===== config.mk =====
export PLATFORM = sky130hd
export DESIGN_NAME = conv_window_ctrl
export DESIGN_NICKNAME = d
export VERILOG_FILES = /design/src/rtl/sdc_conv_pkg.sv /design/src/rtl/wrap_counter.sv /design/src/rtl/conv_window_ctrl.sv
export SDC_FILE = /design/constraint.sdc
export NUM_CORES = 1
export LEC_CHECK = 0
export CORE_UTILIZATION = 31
export CTS_BUF_LIST = sky130_fd_sc_hd__clkbuf_16
export CTS_CLUSTER_DIAMETER = 200
export CTS_CLUSTER_SIZE = 24
export DETAILED_ROUTE_END_ITERATION = 7
export GPL_ROUTABILITY_DRIVEN = 0
export MAX_ROUTING_LAYER = met4
export PLACE_DENSITY_LB_ADDON = 0.15
export SLEW_MARGIN = 5
export SYNTH_ARGS = -nofsm -noshare
export SYNTH_HDL_FRONTEND = slang
export SYNTH_HIERARCHICAL = 1
export SYNTH_SLANG_ARGS = --single-unit

===== constraint.sdc =====
create_clock -name clk -period 3.6 [get_ports clk]
set_input_delay 0.72 -clock clk [delete_from_list [all_inputs] [get_ports clk]]
set_output_delay 0.72 -clock clk [all_outputs]
set_load 0.03 [all_outputs]

===== src/rtl/sdc_conv_pkg.sv =====
// sdc_conv_pkg: shared state encoding, layer defaults and window-count helper for conv window control
package sdc_conv_pkg;

   typedef enum logic [1:0] {IDLE, FILL, RUN, DONE} state_t;

   localparam int IMG_W_DEF = 28;
   localparam int IMG_H_DEF = 28;
   localparam int K_DEF     = 3;

   function automatic int win_count(input int w, input int h, input int k, input int s);
      return ((w - k) / s + 1) * ((h - k) / s + 1);
   endfunction

endpackage


===== src/rtl/wrap_counter.sv =====
// wrap_counter: modulo-MAX counter with clear priority; wrap pulses on the enabled step out of MAX-1
module wrap_counter #(
   parameter int MAX = 2,
   localparam int W = MAX > 1 ? $clog2(MAX) : 1
) (
   input  logic         clk,
   input  logic         reset,
   input  logic         clear,
   input  logic         en,
   output logic [W-1:0] count,
   output logic         wrap
);

   logic at_max;

   assign at_max = count == W'(MAX - 1);
   assign wrap   = en && at_max;

   always_ff @(posedge clk) begin
      if (reset || clear) count <= '0;
      else if (en) count <= at_max ? '0 : count + W'(1);
   end

endmodule


===== src/rtl/conv_window_ctrl.sv =====
// conv_window_ctrl: sequences KxK line-buffer shifting and flags stride-aligned valid windows
module conv_window_ctrl
   import sdc_conv_pkg::*;
#(
   parameter int IMG_W  = IMG_W_DEF,
   parameter int IMG_H  = IMG_H_DEF,
   parameter int K      = K_DEF,
   parameter int STRIDE = 1,
   parameter int CW     = $clog2(IMG_W),
   parameter int RW     = $clog2(IMG_H)
) (
   input  logic          clk,
   input  logic          reset,
   input  logic          start,
   input  logic          in_valid,
   output logic          in_ready,
   input  logic          out_ready,
   output logic          shift_en,
   output logic          win_valid,
   output logic [CW-1:0] out_col,
   output logic [RW-1:0] out_row,
   output logic          frame_done,
   output logic          busy
);

   localparam int SW = STRIDE > 1 ? $clog2(STRIDE) : 1;

   state_t        state;
   logic          clear, col_wrap, last_pix, col_in, row_in, emit_row, win;
   logic          unused_cph_wrap, unused_rph_wrap;
   logic [CW-1:0] col, ocnt;
   logic [RW-1:0] row, orow;
   logic [SW-1:0] cph, rph;

   assign in_ready = (state == FILL || state == RUN) && out_ready;
   assign shift_en = in_valid && in_ready;
   assign busy     = state != IDLE;
   assign clear    = state == IDLE && start;
   assign col_in   = col >= CW'(K - 1);
   assign row_in   = row >= RW'(K - 1);
   assign emit_row = row_in && rph == '0;
   assign win      = shift_en && col_in && emit_row && cph == '0;

   wrap_counter #(.MAX(IMG_W)) u_col (
      .clk(clk), .reset(reset), .clear(clear), .en(shift_en), .count(col), .wrap(col_wrap)
   );

   // row wraps only on the final pixel, which doubles as the end-of-frame event
   wrap_counter #(.MAX(IMG_H)) u_row (
      .clk(clk), .reset(reset), .clear(clear), .en(col_wrap), .count(row), .wrap(last_pix)
   );

   // stride phases stay at 0 until the window origin is reached, so no divider is needed
   wrap_counter #(.MAX(STRIDE)) u_cph (
      .clk(clk), .reset(reset), .clear(clear || col_wrap), .en(shift_en && col_in),
      .count(cph), .wrap(unused_cph_wrap)
   );

   wrap_counter #(.MAX(STRIDE)) u_rph (
      .clk(clk), .reset(reset), .clear(clear), .en(col_wrap && row_in),
      .count(rph), .wrap(unused_rph_wrap)
   );

   always_ff @(posedge clk) begin
      if (reset) begin
         state      <= IDLE;
         win_valid  <= 1'b0;
         out_col    <= '0;
         out_row    <= '0;
         frame_done <= 1'b0;
         ocnt       <= '0;
         orow       <= '0;
      end else begin
         win_valid  <= win;
         frame_done <= 1'b0;
         if (win) begin
            out_col <= ocnt;
            out_row <= orow;
         end
         ocnt <= (clear || col_wrap) ? '0 : win ? ocnt + CW'(1) : ocnt;
         orow <= clear ? '0 : (col_wrap && emit_row) ? orow + RW'(1) : orow;
         case (state)
            IDLE: if (start) state <= FILL;
            FILL: begin
               if (last_pix) begin
                  state      <= DONE;
                  frame_done <= 1'b1;
               end else if (shift_en && col == CW'(K - 1) && row == RW'(K - 1)) state <= RUN;
            end
            RUN: begin
               if (last_pix) begin
                  state      <= DONE;
                  frame_done <= 1'b1;
               end
            end
            default: state <= IDLE;
         endcase
      end
   end

endmodule


==> report_table.html <==
<table>
<tr><th>Metric</th><th>Value</th></tr>
<tr><th colspan="2">Yosys</th></tr>
<tr><td>Mean cell area of the mapped netlist</td><td>9.41 sq um</td></tr>
<tr><td>Warnings, synthesis</td><td>6</td></tr>
<tr><td>Post-synthesis cell count</td><td>169</td></tr>
<tr><td>Mapped cell area</td><td>0.00159 sq mm</td></tr>
<tr><td>Net Count, Synth</td><td>182</td></tr>
<tr><th colspan="2">Power</th></tr>
<tr><td>Leakage power total</td><td>0.778 nW</td></tr>
<tr><td>Pwr/cell area</td><td>507 mW/mm^2</td></tr>
<tr><td>Maximum resistive drop on vdd</td><td>328 uV</td></tr>
<tr><td>Total chip power</td><td>0.998 mW</td></tr>
<tr><th colspan="2">Timing</th></tr>
<tr><td>Tightest slew margin relative to the limit</td><td>0.642</td></tr>
<tr><td>Final Max Tran Viols</td><td>0</td></tr>
<tr><td>Total Neg Setup Slack</td><td>0 ns</td></tr>
<tr><td>Post-route worst setup slack</td><td>0.757 ns</td></tr>
<tr><td>Clock tree skew after final layout</td><td>0.00664 ns</td></tr>
<tr><td>Final period util</td><td>0.790</td></tr>
<tr><td>Unrepaired setup endpoints after global routing</td><td>false</td></tr>
<tr><td>Final hold slack</td><td>0.484 ns</td></tr>
<tr><td>Endpoints failing setup</td><td>0</td></tr>
<tr><td>Crit path time final</td><td>2.84 ns</td></tr>
<tr><td>Max frequency</td><td>0.352 GHz</td></tr>
<tr><td>Measured slew at the worst slew-check pin</td><td>0.535 ns</td></tr>
<tr><td>Final count of hold timing violations</td><td>0</td></tr>
<tr><th colspan="2">Worst setup path</th></tr>
<tr><td>CP Data Arrival Time</td><td>2.12 ns</td></tr>
<tr><td>Nature of the critical path startpoint</td><td>primary input</td></tr>
<tr><td>Critical path endpoint category</td><td>output port</td></tr>
<tr><td>Type of the setup path with the least slack</td><td>primary input to output port</td></tr>
<tr><td>Critical Path Fanout Max</td><td>8</td></tr>
<tr><td>Most frequent cell on the critical path</td><td>clkdlybuf4s50_1</td></tr>
<tr><td>Cells along the critical path</td><td>clkdlybuf4s50_1, and3_4, clkdlybuf4s50_1</td></tr>
<tr><td>Longest individual stage delay on the worst path</td><td>0.69 ns</td></tr>
<tr><td>Required time of the worst setup path</td><td>2.88 ns</td></tr>
<tr><td>Master of the slowest instance on the critical path</td><td>clkdlybuf4s50_1</td></tr>
<tr><th colspan="2">Floorplanning</th></tr>
<tr><td>Die height</td><td>73.6 um</td></tr>
<tr><td>Initial core utilization</td><td>0.330</td></tr>
<tr><td>Width of the die</td><td>73.6 um</td></tr>
<tr><td>Die area</td><td>0.00542 sq mm</td></tr>
<tr><td>Row count</td><td>25</td></tr>
<tr><td>Number of I/O pins</td><td>20</td></tr>
<tr><td>Std-Cell Core Area</td><td>0.00482 sq mm</td></tr>
<tr><th colspan="2">Run status</th></tr>
<tr><td>Result of the run</td><td>finished clean</td></tr>
<tr><th colspan="2">Global route</th></tr>
<tr><td>Total global routing track utilization</td><td>0.134</td></tr>
<tr><td>Grt met3 use</td><td>0.0535</td></tr>
<tr><td>Total overflow reported by the global router</td><td>0</td></tr>
<tr><td>Via count of the first global-routing pass</td><td>1187</td></tr>
<tr><td>First-pass GRT wire length</td><td>5260 um</td></tr>
<tr><td>Largest net degree at the start of global routing</td><td>20</td></tr>
<tr><td>Met2 demand-to-capacity share in global routing</td><td>0.199</td></tr>
<tr><td>Initial antenna violation count</td><td>0</td></tr>
<tr><td>GRT Max-Usage Layer</td><td>met2</td></tr>
<tr><td>Global routing usage on met1</td><td>0.158</td></tr>
<tr><th colspan="2">Route</th></tr>
<tr><td>Final antenna-violating net count</td><td>0</td></tr>
<tr><td>Number of iterations in the first detailed-routing pass</td><td>4</td></tr>
<tr><td>Wirelength per Cell</td><td>11.4 um</td></tr>
<tr><td>Via count</td><td>1185</td></tr>
<tr><td>Number of vias per cell</td><td>4.56</td></tr>
<tr><td>Total DRC errors in the routed layout</td><td>0</td></tr>
<tr><td>Number of violations reported at the end of detailed-routing iteration 0</td><td>37</td></tr>
<tr><td>Routed Wire Length</td><td>2960 um</td></tr>
<tr><th colspan="2">CTS</th></tr>
<tr><td>Insertion delay to the later sink of the worst-skew pair</td><td>0.27 ns</td></tr>
<tr><td>Largest buffer count on any clock path</td><td>2</td></tr>
<tr><td>Number of buffers created by CTS</td><td>5</td></tr>
<tr><td>Cell chosen for the clock root</td><td>clkbuf_16</td></tr>
<tr><td>Clk pin slew, worst setup/hold paths</td><td>0.05 ns</td></tr>
<tr><td>Clock H-tree levels</td><td>2</td></tr>
<tr><td>Setup repair bufs after CTS</td><td>0</td></tr>
<tr><td>Total of hold buffers inserted after clock tree synthesis</td><td>0</td></tr>
<tr><td>TritonCTS clock tree</td><td>yes</td></tr>
<tr><td>Clock sink count</td><td>34</td></tr>
<tr><td>Post-cts repair resize count</td><td>0</td></tr>
<tr><th colspan="2">Finish</th></tr>
<tr><td>Area growth, synth to finish</td><td>23.9%</td></tr>
<tr><td>Final instance area</td><td>0.00197 sq mm</td></tr>
<tr><td>Top library cells by usage in the layout, fill and taps aside</td><td>dfxtp_1, nor2_1, clkdlybuf4s50_1</td></tr>
<tr><td>Share of cells above drive strength 1</td><td>0.0777</td></tr>
<tr><td>Most common cell after layout, fill and taps aside</td><td>dfxtp_1</td></tr>
<tr><td>Ant diodes</td><td>0</td></tr>
<tr><td>Number of nets in the layout</td><td>205</td></tr>
<tr><th colspan="2">Place</th></tr>
<tr><td>Placed standard-cell area</td><td>0.00183 sq mm</td></tr>
<tr><td>Worst setup slack before clock tree synthesis</td><td>0.603 ns</td></tr>
<tr><td>IO Port Bufs</td><td>19</td></tr>
<tr><td>Final HPWL from detailed placement</td><td>2140 um</td></tr>
<tr><th colspan="2">Job</th></tr>
<tr><td>Max-capacitance violation count</td><td>0</td></tr>
<tr><th colspan="2">Min path</th></tr>
<tr><td>Path class of the lowest-slack min-delay path</td><td>flop to flop</td></tr>
</table>
worst paths after layout:
path	startpoint	endpoint	slack (ns)	cells after the start
worst max-delay path	out_ready	shift_en	0.76	3
worst min-delay path	ocnt[4]$_SDFFE_PP0P_	ocnt[4]$_SDFFE_PP0P_	0.48	2
worst max register to register	state[0]$_SDFFE_PP0P_	state[0]$_SDFFE_PP0P_	0.96	11
worst min register to register	ocnt[4]$_SDFFE_PP0P_	ocnt[4]$_SDFFE_PP0P_	0.48	2
sequential cells by signal, summed over array words and instances, names as in the netlist:
register and cells:
ocnt 5, state 2, u_col/count 5, win_valid 1
out_row 5, out_col 5, frame_done 1, orow 5
u_row/count 5
power breakdown:
| part | leakage, nW | total [mW] | internal, mW | switching, mW |
|---|---|---|---|---|
| clock network | 0.0724 | 0.394 | 0.249 | 0.144 |
| logic | 0.431 | 0.205 | 0.0870 | 0.118 |
| registers | 0.274 | 0.400 | 0.388 | 0.0121 |
metrics by stage:
step	instances	utilization
finish	260	0.409
detailed placement	252	0.381
CTS	260	0.409
floorplan	169	-
global route	260	0.409
global placement	252	0.381
layout make-up:
cell class,instances,area (sq um)
Inverter,5,18.8
Sequential cell,34,681
Clock buffer,5,125
Tap cell,67,83.8
Multi-Input combinational cell,124,837
Timing Repair Buffer,22,213
Fill cell,520,2850
Clock inverter,3,12.5
critical path: cells and delay by family:
family	cells	cell delay, ns
AND/OR/NAND/NOR	1	0.25
buffers and inverters	2	1.16
routing by layer:
layer	up-vias	wire length [um]
li1	625	-
met1	543	1530
met2	15	1310
met3	2	90
met4	0	24
met5	-	0
Note: power is estimated with default switching activity, not from simulation.
